File: src/rtl/psi_csr_pkg.sv
// psi_csr_pkg: register map offsets, CTRL bit indices, VERSION constant and byte-lane merge helper
package psi_csr_pkg;
  typedef enum logic [1:0] {REG_CTRL, REG_DIV, REG_DATA_IN, REG_DATA_OUT} reg_e;
  localparam logic [7:0] CH_STRIDE = 8'h10;
  localparam logic [7:0] IRQ_STATUS_ADDR = 8'h80;
  localparam logic [7:0] IRQ_MASK_ADDR = 8'h84;
  localparam logic [7:0] VERSION_ADDR = 8'h88;
  localparam int CTRL_START = 0;
  localparam int CTRL_DONE = 1;
  localparam int CTRL_ERR = 2;
  localparam logic [31:0] VERSION_BASE = 32'h0002_0000;
  function automatic logic [31:0] be_merge(input logic [31:0] old, input logic [31:0] wd, input logic [3:0] be);
    for (int i = 0; i < 4; i++) be_merge[8*i +: 8] = be[i] ? wd[8*i +: 8] : old[8*i +: 8];
  endfunction
endpackage

File: src/rtl/psi_csr_array_if.sv
// psi_csr_array_if: Avalon-MM bus (address/read/write/byteenable/writedata -> readdata/readdatavalid/waitrequest)
interface psi_csr_array_if #(parameter int ADDR_W = 8);
  logic [ADDR_W-1:0] address;
  logic read;
  logic write;
  logic [3:0] byteenable;
  logic [31:0] writedata;
  logic [31:0] readdata;
  logic readdatavalid;
  logic waitrequest;
  modport master(output address, read, write, byteenable, writedata, input readdata, readdatavalid, waitrequest);
  modport slave(input address, read, write, byteenable, writedata, output readdata, readdatavalid, waitrequest);
endinterface

File: src/rtl/psi_csr_channel.sv
// psi_csr_channel: one channel's CTRL/DIV/DATA_IN regs, start gating, busy-fall capture, sticky DONE/ERR
module psi_csr_channel import psi_csr_pkg::*; #(
  parameter int DATA_W = 32,
  parameter int DIV_W = 8
) (
  input  logic              clk,
  input  logic              rstn,
  input  logic              wr_ctrl,
  input  logic              wr_div,
  input  logic              wr_data,
  input  logic              clr_irq,
  input  logic [3:0]        be,
  input  logic [31:0]       wd,
  input  logic              busy,
  input  logic [DATA_W-1:0] data_out,
  output logic              start,
  output logic [DIV_W-1:0]  div,
  output logic [DATA_W-1:0] data_in,
  output logic [DATA_W-1:0] shadow,
  output logic              done,
  output logic              err
);
  logic busy_q, ctrl_ok, go, fall;
  assign ctrl_ok = wr_ctrl & be[0];
  assign go = ctrl_ok & wd[CTRL_START];
  assign fall = busy_q & ~busy;
  always_ff @(posedge clk or negedge rstn)
    if (!rstn) begin
      busy_q <= 1'b0;
      start <= 1'b0;
      div <= '0;
      data_in <= '0;
      shadow <= '0;
      done <= 1'b0;
      err <= 1'b0;
    end else begin
      busy_q <= busy;
      start <= go & ~busy & ~start;
      if (wr_div) div <= DIV_W'(be_merge(32'(div), wd, be));
      if (wr_data) data_in <= DATA_W'(be_merge(32'(data_in), wd, be));
      if (fall) shadow <= data_out;
      done <= fall | (done & ~(clr_irq | (ctrl_ok & wd[CTRL_DONE])));
      err <= (go & (busy | start)) | (err & ~(clr_irq | (ctrl_ok & wd[CTRL_ERR])));
    end
endmodule

File: src/rtl/psi_csr_array.sv
// psi_csr_array: Avalon-MM CSR bank for NUM_CH PSI channels (bus slave, ch_* engine side, irq to CPU)
module psi_csr_array import psi_csr_pkg::*; #(
  parameter int NUM_CH = 4,
  parameter int DATA_W = 32,
  parameter int DIV_W = 8,
  parameter int ADDR_W = 8
) (
  input  logic                     clk,
  input  logic                     rstn,
  psi_csr_array_if.slave           bus,
  output logic                     irq,
  output logic [NUM_CH-1:0]        ch_start,
  output logic [NUM_CH*DIV_W-1:0]  ch_div,
  output logic [NUM_CH*DATA_W-1:0] ch_data_in,
  input  logic [NUM_CH-1:0]        ch_busy,
  input  logic [NUM_CH*DATA_W-1:0] ch_data_out
);
  logic [ADDR_W-1:0] a;
  logic in_ch, wr_stat, wr_mask;
  logic [2:0] ch_sel;
  reg_e rsel;
  logic [NUM_CH-1:0] done, err, irq_mask, stat;
  logic [31:0] ch_word [8];
  logic [31:0] rd_val;
  assign a = bus.address & ~ADDR_W'(3);
  assign in_ch = a < ADDR_W'(IRQ_STATUS_ADDR);
  assign ch_sel = a[6:4];
  assign rsel = reg_e'(a[3:2]);
  assign wr_stat = bus.write & (a == ADDR_W'(IRQ_STATUS_ADDR)) & bus.byteenable[0];
  assign wr_mask = bus.write & (a == ADDR_W'(IRQ_MASK_ADDR));
  assign stat = done | err;
  assign bus.waitrequest = 1'b0;
  for (genvar c = 0; c < 8; c++) begin : g_ch
    if (c < NUM_CH) begin : g_on
      logic wr;
      logic [DATA_W-1:0] shadow;
      assign wr = bus.write & in_ch & (ch_sel == 3'(c));
      psi_csr_channel #(.DATA_W(DATA_W), .DIV_W(DIV_W)) u_ch (
        .clk(clk), .rstn(rstn),
        .wr_ctrl(wr & (rsel == REG_CTRL)),
        .wr_div(wr & (rsel == REG_DIV)),
        .wr_data(wr & (rsel == REG_DATA_IN)),
        .clr_irq(wr_stat & bus.writedata[c]),
        .be(bus.byteenable), .wd(bus.writedata),
        .busy(ch_busy[c]), .data_out(ch_data_out[c*DATA_W +: DATA_W]),
        .start(ch_start[c]), .div(ch_div[c*DIV_W +: DIV_W]),
        .data_in(ch_data_in[c*DATA_W +: DATA_W]), .shadow(shadow),
        .done(done[c]), .err(err[c])
      );
      assign ch_word[c] = rsel == REG_CTRL ? 32'({err[c], done[c], ch_busy[c]}) :
                          rsel == REG_DIV ? 32'(ch_div[c*DIV_W +: DIV_W]) :
                          rsel == REG_DATA_IN ? 32'(ch_data_in[c*DATA_W +: DATA_W]) : 32'(shadow);
    end else begin : g_off
      assign ch_word[c] = '0;
    end
  end
  always_comb
    rd_val = in_ch ? ch_word[ch_sel] :
             a == ADDR_W'(IRQ_STATUS_ADDR) ? 32'(stat) :
             a == ADDR_W'(IRQ_MASK_ADDR) ? 32'(irq_mask) :
             a == ADDR_W'(VERSION_ADDR) ? VERSION_BASE | 32'(NUM_CH) : '0;
  always_ff @(posedge clk or negedge rstn)
    if (!rstn) begin
      bus.readdata <= '0;
      bus.readdatavalid <= 1'b0;
      irq_mask <= '0;
      irq <= 1'b0;
    end else begin
      bus.readdatavalid <= bus.read;
      if (bus.read) bus.readdata <= rd_val;
      if (wr_mask) irq_mask <= NUM_CH'(be_merge(32'(irq_mask), bus.writedata, bus.byteenable));
      irq <= |(stat & irq_mask);
    end
endmodule

File: src/flat_wrapper.sv
// flat-port wrapper written by rule: the top's interface ports become plain ports
module psi_csr_array_flat import psi_csr_pkg::*;
#(
  parameter int NUM_CH = 4,
  parameter int DATA_W = 32,
  parameter int DIV_W = 8,
  parameter int ADDR_W = 8
)
  (clk, rstn, irq, ch_start, ch_div, ch_data_in, ch_busy, ch_data_out, bus_address, bus_read, bus_write, bus_byteenable, bus_writedata, bus_readdata, bus_readdatavalid, bus_waitrequest);
  psi_csr_array_if #(.ADDR_W(ADDR_W)) bus_i ();
  input  logic clk;
  input  logic rstn;
  output logic irq;
  output logic [NUM_CH-1:0] ch_start;
  output logic [NUM_CH*DIV_W-1:0] ch_div;
  output logic [NUM_CH*DATA_W-1:0] ch_data_in;
  input  logic [NUM_CH-1:0] ch_busy;
  input  logic [NUM_CH*DATA_W-1:0] ch_data_out;
  input wire logic [$bits(bus_i.address)-1:0] bus_address;
  input wire logic [$bits(bus_i.read)-1:0] bus_read;
  input wire logic [$bits(bus_i.write)-1:0] bus_write;
  input wire logic [$bits(bus_i.byteenable)-1:0] bus_byteenable;
  input wire logic [$bits(bus_i.writedata)-1:0] bus_writedata;
  output wire logic [$bits(bus_i.readdata)-1:0] bus_readdata;
  output wire logic [$bits(bus_i.readdatavalid)-1:0] bus_readdatavalid;
  output wire logic [$bits(bus_i.waitrequest)-1:0] bus_waitrequest;
  assign bus_i.address = bus_address;
  assign bus_i.read = bus_read;
  assign bus_i.write = bus_write;
  assign bus_i.byteenable = bus_byteenable;
  assign bus_i.writedata = bus_writedata;
  assign bus_readdata = bus_i.readdata;
  assign bus_readdatavalid = bus_i.readdatavalid;
  assign bus_waitrequest = bus_i.waitrequest;
  psi_csr_array #(.NUM_CH(NUM_CH), .DATA_W(DATA_W), .DIV_W(DIV_W), .ADDR_W(ADDR_W)) u_core (.clk(clk), .rstn(rstn), .bus(bus_i), .irq(irq), .ch_start(ch_start), .ch_div(ch_div), .ch_data_in(ch_data_in), .ch_busy(ch_busy), .ch_data_out(ch_data_out));
endmodule
File: config.mk
export PLATFORM = sky130hd
export DESIGN_NAME = psi_csr_array_flat
export DESIGN_NICKNAME = d
export VERILOG_FILES = /design/src/rtl/psi_csr_pkg.sv /design/src/rtl/psi_csr_array_if.sv /design/src/rtl/psi_csr_channel.sv /design/src/rtl/psi_csr_array.sv /design/src/flat_wrapper.sv
export SDC_FILE = /design/constraint.sdc
export NUM_CORES = 1
export LEC_CHECK = 0
export CAP_MARGIN = 20
export CORE_MARGIN = 2
export CORE_UTILIZATION = 24
export DETAILED_ROUTE_END_ITERATION = 8
export GPL_ROUTABILITY_DRIVEN = 0
export PLACE_DENSITY = 0.47
export SYNTH_ARGS = -nofsm -noshare
export SYNTH_HDL_FRONTEND = slang
export SYNTH_SLANG_ARGS = --single-unit
File: constraint.sdc
create_clock -name clk -period 2.1 [get_ports clk]
set_input_delay 0.21 -clock clk [delete_from_list [all_inputs] [get_ports clk]]
set_output_delay 0.21 -clock clk [all_outputs]
set_load 0.05 [all_outputs]
* Word-level counts from Yosys, hierarchy flattened
Index checks and enable logic that the tools add are counted.
** Word-level totals
- Logic and storage cells :: 200
- Flip-flop bits (word level) :: 342
- Input port bits :: 180
** Cells by class
- Bitwise operators :: 103
- Order comparisons :: 2
- Equality and inequality tests :: 8
- Reductions and logical operators :: 24
- Mux-type cells :: 19
** Operators by type and width (number)
- 32-bit two-way mux :: 17
- 32-bit binary-select mux with 3-bit select :: 1
- 1-bit bitwise AND :: 64
- 2-bit AND reduction :: 21
- 1-bit bitwise OR :: 20
- 6-bit == test, second input constant :: 3
- 18-bit two-way mux :: 1
- 1-bit inverter :: 16
- 8-bit < comparator, second input constant :: 1
- 3-bit by 2-bit == test with 1-bit output, second input constant :: 2
- 4-bit bitwise AND :: 1
- 4-bit >= comparator, second input constant :: 1
- 3-bit inverter with 4-bit output :: 1
- 4-bit bitwise OR :: 1
- 4-bit OR reduction :: 1
- 3-bit by 1-bit == test with 1-bit output, second input constant :: 1
- 3-bit logical NOT :: 1
- 2-bit by 1-bit == test with 1-bit output, second input constant :: 1
- 2-bit == test, second input constant :: 1
- 2-bit logical NOT :: 1

* Longest topological paths before layout
- Word-level depth :: 10
- Mapped depth :: 8
- Gate-level depth less buffers :: 4

* Modules after synthesis
Synthesis repeated with hierarchy kept, for this count alone.
** Second synthesis, totals
- Cells, all modules :: 1045
- Area total of the unflattened synthesis :: 15896.5 um^2
** By module, submodules not included
- psi_csr_channel :: area each 2954.1 um^2, sequential area each 1901.8 um^2, instances 4, cells each 167
- psi_csr_array :: area each 4080.2 um^2, sequential area each 950.9 um^2, instances 1, cells each 377

* Worst setup path before layout
Ideal clock, no wire load.
- Kind :: input port to flip-flop
- Start point :: input bus_address[6]
- End point :: register u_core.g_ch[2].g_on.u_ch.data_in[10]
- Stages :: 6
- Arrival :: 1.645 ns
- Slack :: 0.330 ns
- Cells stage by stage :: or3b_1 > buf_6 > or2_1 > buf_6 > nor2_8 > mux2_4
** On the way
- Cells in the longest elaborated chain, start to end :: 5
- Elaborated cells between the ends (all ways) :: 6
** Ends and longest elaborated chain
- start, declared :: line flat_wrapper.sv:19 : input wire logic [$bits(bus_i.address)-1:0] bus_address;
- 8-bit < comparator :: line psi_csr_array.sv:26 : assign in_ch = a < ADDR_W'(IRQ_STATUS_ADDR);
- 1-bit bitwise AND :: line psi_csr_array.sv:37 : assign wr = bus.write & in_ch & (ch_sel == 3'(c));
- 1-bit bitwise AND * :: line psi_csr_array.sv:37
- 1-bit bitwise AND * :: line psi_csr_array.sv:42 : .wr_data(wr & (rsel == REG_DATA_IN)),
- 2-bit AND reduction (no source line) *
- end signal, assigned :: line psi_csr_channel.sv:40 : if (wr_data) data_in <= DATA_W'(be_merge(32'(data_in), wd, be));
- end, declared :: line psi_csr_channel.sv:18 : output logic [DATA_W-1:0] data_in,
Every way passes the cells marked *; elsewhere a longest branch is shown, timed or not.
A chain may end at the register's enable or synchronous reset.

* Worst setup path after layout
- Start point :: register u_core.g_ch[0].g_on.u_ch.div[1]
- End point :: output ch_div[1]
** RTL lines
- start, declared :: line psi_csr_channel.sv:17 : output logic [DIV_W-1:0] div,
- start signal, assigned :: line psi_csr_channel.sv:39 : if (wr_div) div <= DIV_W'(be_merge(32'(div), wd, be));
- end, declared :: line flat_wrapper.sv:15 : output logic [NUM_CH*DIV_W-1:0] ch_div;
No word-level cell between the ends.

==> flow_summary.rst <==
.. list-table::
   :header-rows: 1

   * - Metric
     - Value
   * - DIE HEIGHT
     - 259 um
   * - Area growth, synth to finish
     - 45.9%
   * - Most frequent standard cell in the layout excluding fill and tap cells
     - sky130_fd_sc_hd__clkdlybuf4s50_1
   * - Clock latency on the worst-skew pair
     - 570 ps
   * - Outcome
     - finished, final reports clean
   * - Achievable Freq
     - 485 MHz
   * - Mapped Area
     - 0.0156 mm2
   * - Critical-path maximum fanout
     - 3
   * - Most frequent cells in the layout
     - sky130_fd_sc_hd__clkdlybuf4s50_1, sky130_fd_sc_hd__dfrtp_1, sky130_fd_sc_hd__mux2_2
   * - Number of buffers and inverters on the critical path
     - 1
   * - Post-Layout Cell Count
     - 2,372
   * - Chip width
     - 259 um
   * - Maximum number of pins on one net before global-route repair
     - 61
   * - Critical path class
     - reg2out
   * - Slowest-stage cell, CP
     - sky130_fd_sc_hd__clkdlybuf4s50_1
   * - Post-synthesis cell count
     - 1,038
   * - CTS root buf
     - sky130_fd_sc_hd__clkbuf_16
   * - Worst slew margin
     - 57.5%
   * - Count of input and output buffers
     - 375
   * - Crit Reg-Reg Endpoint
     - u_core.bus.readdata[0]
   * - Mapped Avg Cell Area
     - 15.0 um2
   * - Cell type contributing the most total cell area after synthesis
     - sky130_fd_sc_hd__dfrtp_1
   * - Leading cell types by total area after synthesis
     - sky130_fd_sc_hd__dfrtp_1, sky130_fd_sc_hd__mux2_2, sky130_fd_sc_hd__mux4_2
   * - Number of distinct library cells after synthesis
     - 51
   * - Share of flip-flops with an asynchronous set or reset after synthesis
     - 100%
   * - Grt ovf
     - 0
   * - Critical-path cell list
     - clkdlybuf4s50_1
   * - Final max-slew violation count
     - 0
   * - CTS Buf Count
     - 44
   * - Register area share after synthesis
     - 54.9%
   * - # rows
     - 93
   * - Total of endpoints with negative setup slack in the final report
     - 0
   * - Placeable core region
     - 0.0643 mm2
   * - Clock period minus worst slack
     - 2060 ps
   * - Worst hold-check path type
     - in2async
   * - WP depth
     - 1
   * - Leak
     - 10.2 nW
   * - Fillers
     - 6,232
   * - Initial core utilization
     - 24.2%
   * - Wire length of the first global-routing pass
     - 87.4 mm
   * - Worst setup path endpoint
     - ch_div[1]
   * - Total number of vias
     - 11.0k
   * - DRC violations left
     - 0
   * - Number of enable flip-flop cells after synthesis
     - 0
   * - Maximum VDD drop
     - 564 uV
   * - Nets
     - 1,665
   * - Minimum setup slack among reg-to-reg paths
     - 310 ps
   * - First DRT Iteration DRCs
     - 464
   * - Clk_skew
     - 13.7 ps
   * - Data required time of the worst path
     - 1890 ps
   * - R2R Path Start
     - u_core.g_ch[1].g_on.u_ch.shadow[0]
   * - Post-Layout Inst Area
     - 0.0227 mm2
   * - Antenna-violating nets left
     - 0
   * - Number of sinks driven by the clock tree
     - 342
   * - Cells on worst reg2reg path
     - 4
   * - Unrepaired setup endpoints after global routing
     - no
   * - Portion of the clock cycle consumed by the worst path in the final layout
     - 98.2%
   * - Utilization after layout
     - 35.3%
   * - Overall die area
     - 0.0669 mm2
   * - Number of antenna violations at the first check in global routing
     - 14
   * - Most used DFF post-synth
     - sky130_fd_sc_hd__dfrtp_1
   * - Yosys warns
     - 0
   * - Kind of end point of the critical path
     - output port
   * - Clock tree from TritonCTS
     - built
   * - Post-CTS Setup Inserts
     - 0
   * - Half-perimeter wire length after placement
     - 43.7 mm
   * - Total global-route track usage
     - 18.0%
   * - Transition at the pin with the smallest max-transition slack
     - 636 ps
   * - Wire per inst
     - 25.5 um
   * - Max-cap check violation count
     - 0
   * - H-tree levels
     - 2
   * - Post-placement cell area
     - 0.0212 mm2
   * - Total length of routed wires
     - 60.5 mm
   * - Maximum single-stage delay on the critical path
     - 880 ps
   * - Area fraction of the dominant cell type after synthesis
     - 54.9%
   * - Via count of the first global-routing pass
     - 12.0k
   * - Pwr Total
     - 19.3 mW
   * - Largest buffer count on any clock path
     - 3
   * - ANT cells
     - 0
   * - Net count after synthesis
     - 1,218
   * - Count of pins on the block boundary
     - 379
   * - Average vias per placed instance
     - 4.66
   * - Cells after DPL
     - 2,293
   * - Startpoint Class
     - flop
   * - Clock Pin Slew Worst Setup and Hold Paths
     - 60 ps
   * - Final count of hold timing violations
     - 0
   * - Detailed-router iteration count before antenna repair
     - 5
   * - Share of final-layout standard cells stronger than drive strength 1
     - 35.9%
   * - Launch point of the worst path
     - u_core.g_ch[0].g_on.u_ch.div[1]
   * - Flip-flop and latch count after synthesis
     - 342
   * - Arrival time of the worst setup path
     - 1850 ps
   * - Cell family with most CP delay
     - buffers and inverters
   * - Power per cell area
     - 851 mW/mm2
-- state kept, by name, summed over array words and instances, names as in the netlist --
| signal | cells |
|---|---|
| u_core.bus.readdata | 32 |
| u_core.irq_mask | 4 |
| u_core.irq | 1 |
| u_core.bus.readdatavalid | 1 |
| u_core.g_ch.g_on.u_ch.err | 4 |
| u_core.g_ch.g_on.u_ch.start | 4 |
| u_core.g_ch.g_on.u_ch.div | 32 |
| u_core.g_ch.g_on.u_ch.done | 4 |
| u_core.g_ch.g_on.u_ch.data_in | 128 |
| u_core.g_ch.g_on.u_ch.busy_q | 4 |
| u_core.g_ch.g_on.u_ch.shadow | 128 |
-- cell usage after synthesis (9+ instances only) --
| cell type | count |
|---|---|
| sky130_fd_sc_hd__dfrtp_1 | 342 |
| sky130_fd_sc_hd__mux2_2 | 290 |
| sky130_fd_sc_hd__mux2i_1 | 59 |
| sky130_fd_sc_hd__mux4_2 | 40 |
| sky130_fd_sc_hd__clkbuf_1 | 39 |
| sky130_fd_sc_hd__o2bb2ai_1 | 24 |
| sky130_fd_sc_hd__nor2_1 | 20 |
| sky130_fd_sc_hd__nand2_1 | 18 |
| sky130_fd_sc_hd__o22ai_1 | 18 |
| sky130_fd_sc_hd__buf_2 | 16 |
| sky130_fd_sc_hd__nor2_8 | 15 |
| sky130_fd_sc_hd__a221oi_1 | 13 |
| sky130_fd_sc_hd__mux2_1 | 13 |
| sky130_fd_sc_hd__a22oi_1 | 11 |
| sky130_fd_sc_hd__buf_4 | 10 |
| sky130_fd_sc_hd__nor3_1 | 9 |
-- report_power, final --
group / switching, mW / internal (mW) / leakage [nW]
combinational: 2.14 / 1.75 / 5.12
sequential: 0.502 / 7.26 / 4.39
clock: 3.03 / 4.66 / 0.718
total: 5.66 / 13.7 / 10.2
-- area by class of cell --
cell class / instances / area [um2] / share of cell area (%)
clock buffers: 65 / 1300 / 5.73
repair buffers: 473 / 4950 / 21.8
multi-input cells: 622 / 6680 / 29.4
well taps: 855 / 1070 / 4.71
clock inverters: 13 / 161 / 0.710
inverters: 2 / 7.51 / 0.0330
flip-flops and latches: 342 / 8560 / 37.7
-- how the worst min path moves through the flow --
stage	start	endpoint	slack (ps)	cells after the start
final	rstn	u_core.g_ch[2].g_on.u_ch.shadow[5]	230	2
after global routing	ch_data_out[94]	u_core.g_ch[2].g_on.u_ch.shadow[30]	220	2
after CTS	ch_data_out[119]	u_core.g_ch[3].g_on.u_ch.shadow[23]	200	2
after detailed placement	rstn	u_core.g_ch[2].g_on.u_ch.shadow[5]	240	1
after global placement	rstn	u_core.g_ch[1].g_on.u_ch.shadow[5]	240	1
after floorplan	rstn	u_core.bus.readdata[0]	-90	0
-- per-layer routing --
layer  GRT usage [%]  up-vias  share of wire [%]
met5               0        -               0.25
met4            4.66       24                2.1
met3            5.46      103                7.5
met2            29.7      367                 47
met1            22.9     5738                 43
li1                -     4813                  -
-- cells by family (layout without fill, tap and decap cells) --
logic type,Yosys count,in the layout,share of synthesized area (%)
simple gates,102,102,5.00
flops,342,342,54.9
buf+inv,74,553,2.39
other cells,1,1,0.0241
compound gates,109,109,5.37
mux,410,410,32.3
-- metrics by stage --
stage	setup slack [ps]	hold slack (ps)	TNS, ps
floorplan	330	-85.6	0
global placement	-349	241	-46730
detailed placement	-355	242	-46790
CTS	0.373	200	0
global route	1.96	220	0
finish	36.8	228	0
-- repair_timing --
action,4_1_cts,5_1_grt
endpoints found under the setup margin,8,14
hold endpoints to repair,52,0
resized for setup,8,14
hold buffers,1,0
(Power assumes the default switching activity.)
